`config.mk`:
```
export PLATFORM = sky130hd
export DESIGN_NAME = autobaud_div_seq
export DESIGN_NICKNAME = d
export VERILOG_FILES = /design/src/rtl/autobaud_pkg.sv /design/src/rtl/autobaud_div_seq_div.sv /design/src/rtl/autobaud_div_seq.sv
export SDC_FILE = /design/constraint.sdc
export NUM_CORES = 1
export LEC_CHECK = 0
export BUFFER_PORTS_ARGS = -buffer_cell sky130_fd_sc_hd__buf_2
export CAP_MARGIN = 20
export CORE_MARGIN = 2
export CORE_UTILIZATION = 61
export CTS_BUF_LIST = sky130_fd_sc_hd__clkbuf_8
export DETAILED_ROUTE_END_ITERATION = 16
export PLACE_DENSITY = 0.89
export SLEW_MARGIN = 10
export SYNTH_ARGS = -nofsm -noshare
export SYNTH_HDL_FRONTEND = slang
export SYNTH_SLANG_ARGS = --single-unit
```
`constraint.sdc`:
```
create_clock -name clk -period 3.1 [get_ports clk]
set_input_delay 0 -clock clk [delete_from_list [all_inputs] [get_ports clk]]
set_output_delay 0 -clock clk [all_outputs]
set_load 0.005 [all_outputs]
```
`src/rtl/autobaud_pkg.sv`:
```
// Shared definitions for the autobaud divisor sequencer: default sizing,
// FSM state encoding and the width rule for the saturating rounding add.
// Imported by autobaud_div_seq and its divider.
package autobaud_pkg;

   // Default sizing
   localparam int AB_W_DEF           = 20;
   localparam int AB_N_DEF           = 6;
   localparam int AB_BITS_DEF        = 8;
   localparam int AB_OVS_DEF         = 16;
   localparam int AB_MIN_BIT_DIV_DEF = 8;

   // Sequencer state encoding
   localparam logic [2:0] ST_IDLE  = 3'd0;
   localparam logic [2:0] ST_DIV1  = 3'd1;
   localparam logic [2:0] ST_WAIT1 = 3'd2;
   localparam logic [2:0] ST_DIV2  = 3'd3;
   localparam logic [2:0] ST_WAIT2 = 3'd4;
   localparam logic [2:0] ST_CHECK = 3'd5;

   typedef enum logic [2:0] {
      S_IDLE  = ST_IDLE,
      S_DIV1  = ST_DIV1,
      S_WAIT1 = ST_WAIT1,
      S_DIV2  = ST_DIV2,
      S_WAIT2 = ST_WAIT2,
      S_CHECK = ST_CHECK
   } ab_state_t;

   // A rounding offset is added one bit wider than the datapath so the
   // carry-out can be seen and the sum saturated instead of wrapping.
   function automatic int sat_sum_width(input int w);
      return w + 1;
   endfunction

endpackage

```
`src/rtl/autobaud_div_seq_div.sv`:
```
// Radix-2 restoring serial divider, one quotient bit per clock.
// Latency: start sampled at edge k, done_tick high in the cycle after edge k+W+1.
// Backpressure: ready is low while a division runs; start is ignored then.
module div
   import autobaud_pkg::*;
#(
   parameter int W = AB_W_DEF,
   parameter int N = AB_N_DEF
) (
   input  logic         clk,
   input  logic         reset_n,
   input  logic         start,
   input  logic [W-1:0] dividend,
   input  logic [W-1:0] divisor,
   output logic         ready,
   output logic         done_tick,
   output logic [W-1:0] quotient
);

   typedef enum logic [1:0] {D_IDLE, D_RUN, D_FIN} div_state_t;

   div_state_t   dstate;
   logic [W-1:0] rem;
   logic [W-1:0] q;
   logic [W-1:0] dvs;
   logic [N-1:0] cnt;
   logic [W:0]   trial;
   logic [W-1:0] diff;

   // Shift the next dividend bit into the partial remainder. When the trial
   // is at least the divisor the difference is below the divisor, so the
   // low W bits of the subtraction are exact.
   assign trial = {rem, q[W-1]};
   assign diff  = trial[W-1:0] - dvs;
   assign ready = (dstate == D_IDLE);

   // Load operands, run W shift/subtract steps, then publish the quotient
   always_ff @(posedge clk) begin
      if (!reset_n) begin
         dstate    <= D_IDLE;
         rem       <= '0;
         q         <= '0;
         dvs       <= '0;
         cnt       <= '0;
         done_tick <= 1'b0;
         quotient  <= '0;
      end else begin
         done_tick <= 1'b0;
         case (dstate)
            D_IDLE: begin
               if (start) begin
                  rem    <= '0;
                  q      <= dividend;
                  dvs    <= divisor;
                  cnt    <= N'(W);
                  dstate <= D_RUN;
               end
            end
            D_RUN: begin
               if (trial >= {1'b0, dvs}) begin
                  rem <= diff;
                  q   <= {q[W-2:0], 1'b1};
               end else begin
                  rem <= trial[W-1:0];
                  q   <= {q[W-2:0], 1'b0};
               end
               cnt <= cnt - N'(1);
               if (cnt == N'(1)) begin
                  dstate <= D_FIN;
               end
            end
            D_FIN: begin
               quotient  <= q;
               done_tick <= 1'b1;
               dstate    <= D_IDLE;
            end
            default: dstate <= D_IDLE;
         endcase
      end
   end

endmodule

```
`src/rtl/autobaud_div_seq.sv`:
```
// Turns one sync-character span into bit and oversample divisors via two serial divisions.
// Latency: 2W+7 cycles from meas_valid to baud_valid/baud_err (47 at W=20).
// Backpressure: none upstream; meas_valid while busy is dropped. Build option: AUTOBAUD_ROUND_EN.
module autobaud_div_seq
   import autobaud_pkg::*;
#(
   parameter int W           = AB_W_DEF,
   parameter int N           = AB_N_DEF,
   parameter int BITS        = AB_BITS_DEF,
   parameter int OVS         = AB_OVS_DEF,
   parameter int MIN_BIT_DIV = AB_MIN_BIT_DIV_DEF
) (
   input  logic         clk,
   input  logic         reset_n,
   input  logic         meas_valid,
   input  logic [W-1:0] meas_cycles,
   output logic         busy,
   output logic         baud_valid,
   output logic         baud_err,
   output logic [W-1:0] bit_div,
   output logic [W-1:0] os_div
);

`ifdef AUTOBAUD_ROUND_EN
   localparam int BIT_OFS = BITS / 2;
   localparam int OS_OFS  = OVS / 2;
`else
   localparam int BIT_OFS = 0;
   localparam int OS_OFS  = 0;
`endif

   localparam int SW = sat_sum_width(W);

   ab_state_t    state;
   logic [W-1:0] meas_q;
   logic [W-1:0] q1;
   logic [SW-1:0] sum_bit;
   logic [SW-1:0] sum_os;
   logic [W-1:0] dvd_bit;
   logic [W-1:0] dvd_os;

   logic         div_start;
   logic [W-1:0] div_dividend;
   logic [W-1:0] div_divisor;
   logic         div_ready;
   logic         div_done;
   logic [W-1:0] div_quot;

   // Rounding offsets saturate to all-ones on carry-out rather than wrapping
   assign sum_bit = {1'b0, meas_q} + SW'(BIT_OFS);
   assign sum_os  = {1'b0, q1} + SW'(OS_OFS);
   assign dvd_bit = sum_bit[W] ? '1 : sum_bit[W-1:0];
   assign dvd_os  = sum_os[W]  ? '1 : sum_os[W-1:0];

   // The shared divider is started only from the issue states and only when it can accept
   assign div_start    = ((state == S_DIV1) || (state == S_DIV2)) && div_ready;
   assign div_dividend = (state == S_DIV2) ? dvd_os : dvd_bit;
   assign div_divisor  = (state == S_DIV2) ? W'(OVS) : W'(BITS);

   div #(
      .W(W),
      .N(N)
   ) u_div (
      .clk       (clk),
      .reset_n   (reset_n),
      .start     (div_start),
      .dividend  (div_dividend),
      .divisor   (div_divisor),
      .ready     (div_ready),
      .done_tick (div_done),
      .quotient  (div_quot)
   );

   // Sequencer: two divisions back to back, then a single result or error pulse.
   // The second quotient is judged straight off the divider on its done_tick so
   // the pulse is registered into the CHECK cycle; CHECK then retires to IDLE.
   always_ff @(posedge clk) begin
      if (!reset_n) begin
         state      <= S_IDLE;
         busy       <= 1'b0;
         baud_valid <= 1'b0;
         baud_err   <= 1'b0;
         bit_div    <= '0;
         os_div     <= '0;
         meas_q     <= '0;
         q1         <= '0;
      end else begin
         baud_valid <= 1'b0;
         baud_err   <= 1'b0;
         case (state)
            S_IDLE: begin
               if (meas_valid) begin
                  meas_q <= meas_cycles;
                  busy   <= 1'b1;
                  state  <= S_DIV1;
               end
            end
            S_DIV1: begin
               if (div_ready) begin
                  state <= S_WAIT1;
               end
            end
            S_WAIT1: begin
               if (div_done) begin
                  q1    <= div_quot;
                  state <= S_DIV2;
               end
            end
            S_DIV2: begin
               if (div_ready) begin
                  state <= S_WAIT2;
               end
            end
            S_WAIT2: begin
               if (div_done) begin
                  state <= S_CHECK;
                  if ((q1 < W'(MIN_BIT_DIV)) || (div_quot == '0)) begin
                     baud_err <= 1'b1;
                  end else begin
                     baud_valid <= 1'b1;
                     bit_div    <= q1;
                     os_div     <= div_quot;
                  end
               end
            end
            S_CHECK: begin
               busy  <= 1'b0;
               state <= S_IDLE;
            end
            default: state <= S_IDLE;
         endcase
      end
   end

endmodule

```
==> results of run 1 <==
layout by cell type (no fill, tap or decap), drive strengths merged, types with 11 or more instances in the layout:
cell | netlist | routed
nand2 | 246 | 246
clkbuf | 51 | 19
buf | 4 | 74
nand3 | 30 | 30
o221ai | 19 | 19
a21oi | 77 | 77
inv | 8 | 16
mux2i | 41 | 41
nor3 | 11 | 11
dlygate4sd3 | 0 | 21
o21ai | 14 | 14
nor4 | 11 | 11
a31oi | 19 | 19
nor2 | 27 | 27
dfxtp | 157 | 157
where the power goes:
part	internal [mW]	total, mW	switching [mW]
Clock	0.697	1.51	0.808
Combinational	0.312	0.840	0.528
Sequential	2.15	2.32	0.172
Total	3.16	4.67	1.51
worst reg2reg max path: stages (launching register included):
cell	delay, ns
dfxtp_1	0.99
nand2_1	0.25
or3_1	0.73
nand2_1	0.23
a21oi_1	0.10
state kept, by name, indices dropped and copies added (netlist names):
register	cells
u_div.dvs	2
u_div.quotient	20
u_div.q	20
q1	20
u_div.dstate	2
busy	1
meas_q	20
u_div.rem	20
baud_valid	1
baud_err	1
u_div.cnt	6
state	3
u_div.done_tick	1
bit_div	20
os_div	20
path summary, 6_finish.rpt:
check	from	end	slack, ns	cells after the start
worst max-delay path	state[1]	q1[15]	0.65	4
worst max register to register	state[1]	q1[15]	0.65	4
worst min-delay path	reset_n	u_div.rem[10]	0.11	5
worst min register to register	bit_div[15]	bit_div[15]	0.46	2
cells by family (layout without fill, tap and decap cells):
logic type,count (synthesis),in the layout
and+or+nand+nor,359,359
DFF,157,157
AOI/OAI and AO/OA,151,151
buffers and inverters,63,135
muxes,44,44
xor gates and xnor gates,9,9
adders and majority gates,5,5
final cells by class:
type,instances,area (sq um)
Tap cell,136,170.2
Timing Repair Buffer,95,603.1
Fill cell,771,2859
Clock buffer,19,261.5
Sequential cell,157,3143
Inverter,8,30.03
Multi-Input combinational cell,568,3080
Clock inverter,13,130.1
metrics by stage:
step | area, sq um | utilization [%] | instances | hold WS, ns
global route | 7418 | 72.18 | 996 | 0.1423
CTS | 7411 | 72.11 | 995 | 0.09188
floorplan | 6455 | - | 788 | 0.1360
detailed placement | 6809 | 66.25 | 942 | 0.2455
global placement | 6809 | 66.25 | 942 | 0.2386
finish | 7418 | 72.18 | 996 | 0.1078
per-layer routing:
layer  track usage [%]  up-vias  routed length [um]
li1                  -     2841                   -
met1             39.35     2815                6828
met2             49.18      349                7980
met3             7.112       27                1752
met4             11.50        0                 322
met5                 0        -                   0
==> impl_metrics.json, run 1 <==
{
  "async_flop_share_pct": 0,
  "core_sq_um": 10280,
  "cp_cell_sequence": "nand2_1 > or3_1 > nand2_1 > a21oi_1",
  "synth_simple_gate_area_share_pct": 24.06,
  "cts_tree": "yes",
  "finalCritPeriodShare_pct": 79.17,
  "ys.warnings.count": 0,
  "synth_xor_area_share_pct": 1.221,
  "hold_violations": 0,
  "cp.arrival_ns": 2.75,
  "yosys-top-cells-count": "nand2_1, dfxtp_1, a21oi_1",
  "period_needed_ns": 2.454,
  "initial_core_util_pct": 62.81,
  "grt_max_degree": 99,
  "syn_nets": 816,
  "pin_count": 66,
  "synth_top_family_by_area": "simple AND/OR/NAND/NOR gates",
  "clock_skew_ns": 0.01502,
  "ant_nets": 0,
  "syn_inst": 788,
  "worst_ir_drop_vdd_mv": 0.5102,
  "cts_buffer_depth": 2,
  "p_leak_nw": 2.660,
  "crit_path_frequent_cell": "nand2_1",
  "grt_overflow": 0,
  "num_vias": 6032,
  "drc": 0,
  "nets": 875,
  "timing.fmax_mhz": 407.4,
  "die_w_um": 106.9,
  "syn_area_per_cell_sq_um": 8.192,
  "dieArea_sq_um": 11420,
  "synth_edf_count": 0,
  "setup_ws_ns": 0.6457,
  "cap_violations": 0,
  "wl_um": 16880,
  "first_pass_iters": 6,
  "drv_slew": 0,
  "cts-root-buf": "clkbuf_8",
  "rsz0062_at_grt": "no",
  "placement.io_buffers": 65,
  "cp-start-kind": "register",
  "wl_per_cell_um": 16.95,
  "clock_latency_ns": 0.46,
  "outcome": "complete, no violations",
  "hold_path.class": "primary input to register",
  "grt.total_usage_pct": 30.30,
  "synth_most_common_cell": "nand2_1",
  "synth_top_cell_by_area": "dfxtp_1",
  "finalSetupTns_ns": 0,
  "worstSetupPathType": "register to register",
  "cp.required_ns": 3.40,
  "synth-adder-area-share_pct": 1.085,
  "numCtsBuffers": 17,
  "syn-cell-area_sq_um": 6455,
  "grt_pass1_wl_um": 27070,
  "antenna_found_initial": 0,
  "via_per_inst": 6.056,
  "ys_seq_area_share_pct": 48.69,
  "worst_pin_slew_ns": 1.006,
  "ys_top_cells_by_area": "dfxtp_1, nand2_1, mux2i_1",
  "cts_setup_buffers": 0,
  "synth_ff_type": "dfxtp_1",
  "p_total_mw": 4.668,
  "cp_num_buf_inv": 0,
  "cts-resized-gates": 0,
  "ctsHoldBuffers": 21,
  "crit_path_max_fanout": 28,
  "synth-compound-area-share_pct": 14.32,
  "n_antenna_cell": 0,
  "setup_viol_count_final": 0,
  "crit_slowest_cell": "dfxtp_1",
  "power_density_nw_per_um2": 629.3,
  "cp_top_family": "simple AND/OR/NAND/NOR gates",
  "slew_headroom_pct": 32.81,
  "fp-row-count": 37,
  "cts_sinks": 157,
  "synth_mux_area_share_pct": 6.881,
  "drt_iter0_markers": 674,
  "layout-drive-gt1-share_pct": 13.49,
  "clkSlewWorstSetupHoldPaths_ns": 0.09,
  "endpoint_kind": "register",
  "place_congestion": 0.8762,
  "preCtsSetupSlack_ns": 0.7065,
  "first_global_vias": 5572,
  "max_stage_delay_ns": 0.99,
  "ys_seq_elements": 157,
  "syn_to_final_growth_pct": 14.93,
  "die_y_um": 106.9,
  "ys_types": 51,
  "cts-htree-levels": 4,
  "synth_top_area_share_pct": 48.69,
  "hpwl_um": 10740
}
Note: power is estimated with default switching activity, not from simulation.
==> run 2, diff against run 1 <==
ABC_AREA = 1   (was not set)
CORE_UTILIZATION = 55   (was 61)
PLACE_DENSITY = 0.85   (was 0.89)
clock period = 2.1 ns   (was 3.1 ns; I/O delays follow)
==> run 2 against run 1 <==
Worst setup slack worse by 0.46 ns. Largest cell class unchanged. Non-clock buffer count is 5 higher. Clock power grew 52%. Total power is 77% higher. Hold slack got worse by 0.036 ns.
==> impl_metrics.json, run 2 <==
{
  "outcome": "complete, no violations",
  "wl_per_cell_um": 12.85,
  "cp.required_ns": 2.48,
  "worst_pin_slew_ns": 0.4975,
  "clock_latency_ns": 0.46,
  "synth_top_area_share_pct": 45.48,
  "placement.io_buffers": 65,
  "cts-htree-levels": 4,
  "via_per_inst": 5.122,
  "cts-root-buf": "clkbuf_8",
  "syn-cell-area_sq_um": 6910,
  "syn_to_final_growth_pct": 15.79,
  "hold_path.class": "primary input to register",
  "die_y_um": 116.1,
  "first_pass_iters": 5,
  "drv_slew": 0,
  "die_w_um": 116.1,
  "antenna_found_initial": 0,
  "preCtsSetupSlack_ns": 0.2360,
  "clkSlewWorstSetupHoldPaths_ns": 0.09,
  "grt.total_usage_pct": 25.14,
  "drc": 0,
  "place_congestion": 0.9265,
  "synth_most_common_cell": "nand2_1",
  "dieArea_sq_um": 13480,
  "worstSetupPathType": "register to register",
  "core_sq_um": 12160,
  "cts_setup_buffers": 0,
  "ys_top_cells_by_area": "dfxtp_1, nand2_1, inv_1",
  "clock_skew_ns": 0.01655,
  "syn_nets": 1014,
  "worst_ir_drop_vdd_mv": 0.5940,
  "num_vias": 6336,
  "setup_ws_ns": 0.1851,
  "finalInstanceArea_sq_um": 8001,
  "fp-row-count": 40,
  "dpl-instance-area_sq_um": 7362,
  "grt_pass1_wl_um": 26850,
  "cts-resized-gates": 0,
  "n_antenna_cell": 0,
  "wl_um": 15900,
  "cts_sinks": 157,
  "drt_iter0_markers": 539,
  "rsz0062_at_grt": "no",
  "crit_path_max_fanout": 5,
  "dp.cells": 1182,
  "hold_violations": 0,
  "ys_types": 37,
  "slew_headroom_pct": 66.78,
  "ant_nets": 0,
  "initial_core_util_pct": 56.82,
  "p_leak_nw": 4.030,
  "ys_seq_area_share_pct": 45.48,
  "cp.arrival_ns": 2.30,
  "grt_max_degree": 82,
  "synth_edf_count": 0,
  "synth_ff_type": "dfxtp_1",
  "period_needed_ns": 1.915,
  "final_common_cell": "nand2_1",
  "finalSetupTns_ns": 0,
  "first_global_vias": 5864,
  "ctsHoldBuffers": 23,
  "final_cells": 1237,
  "yosys-top-cells-count": "nand2_1, dfxtp_1, inv_1",
  "synth_top_cell_by_area": "dfxtp_1",
  "timing.fmax_mhz": 522.2,
  "whs_ns": 0.07144,
  "power_density_nw_per_um2": 1034,
  "ys_seq_elements": 157,
  "syn_inst": 986,
  "cp-start-kind": "register",
  "nets": 1084,
  "syn_area_per_cell_sq_um": 7.008,
  "hpwl_um": 10730,
  "grt_overflow": 0,
  "layout_common_cells": "nand2_1, dfxtp_1, inv_1",
  "setup_viol_count_final": 0,
  "cap_violations": 0,
  "layout-drive-gt1-share_pct": 11.32,
  "async_flop_share_pct": 0,
  "ys.warnings.count": 0,
  "pin_count": 66,
  "cts_tree": "yes",
  "endpoint_kind": "register",
  "numCtsBuffers": 17,
  "cts_buffer_depth": 2,
  "finalCritPeriodShare_pct": 91.19
}
[run 2: cell types whose count changed in the layout (fill, tap and decap cells not counted), sizes merged, moves of 7 or more]
cell and change:
nor4 -11, o21ai +52, nor2 +117, o211ai +15, nand2 -41, nand4 +8
or4 -10, nand3b +7, mux2i -40, a31oi -19, inv +150, a21oi +10
[run 2: final timing paths]
| path | startpoint | end | slack (ns) | depth (start not counted) |
|---|---|---|---|---|
| max reg2reg | u_div.rem[2] | u_div.rem[4] | 0.19 | 11 |
| min | meas_valid | state[1] | 0.07 | 7 |
| max | u_div.rem[2] | u_div.rem[4] | 0.19 | 11 |
| min reg2reg | meas_q[3] | meas_q[3] | 0.46 | 2 |
[run 2: kinds of logic (layout without fill, tap and decap cells)]
| logic type | count (synthesis) | in the layout | share of synthesized area (%) |
|---|---|---|---|
| compound gates | 200 | 200 | 16.55 |
| simple gates | 407 | 407 | 24.10 |
| fa+ha+maj | 5 | 5 | 1.014 |
| xor+xnor | 7 | 7 | 0.8872 |
| mux | 1 | 1 | 0.1449 |
| flops | 157 | 157 | 45.48 |
| buf+inv | 209 | 292 | 11.82 |
[run 2: critical path: stages, from the launching register on]
cell and delay (ns):
dfxtp_1 0.30, inv_1 0.08, ha_1 0.22, fa_1 0.28, nand2_1 0.18, nor2_1 0.12
nand2_1 0.06, nor2_1 0.16, nand2_1 0.12, nand2_1 0.08, nand3_1 0.07, a21oi_1 0.15
[run 2: per-layer routing]
layer	share of wire (%)	global-route usage, %
met2	48	40.66
met5	0	0
met1	44	32.41
met3	6.2	6.798
met4	2.0	9.444
[run 2: through the flow]
step | power, mW | utilization [%]
finish | 8.270 | 65.79
global route | 8.821 | 65.79
CTS | 8.287 | 65.79
detailed placement | 5.953 | 60.54
global placement | 5.900 | 60.54
floorplan | 5.394 | -
[run 2: report_power, final]
part           internal, mW  switching [mW]
Clock                  1.16            1.14
Combinational         0.818            1.69
Sequential             3.27           0.183
Total                  5.25            3.02
[run 2: cell type report]
type                            instances  area, sq um
Multi-Input combinational cell        620         2953
Timing Repair Buffer                  100        685.7
Sequential cell                       157         3143
Tap cell                              168        210.2
Clock inverter                         12        133.9
Inverter                              160        600.6
Fill cell                            1072         4160
Clock buffer                           20        275.3
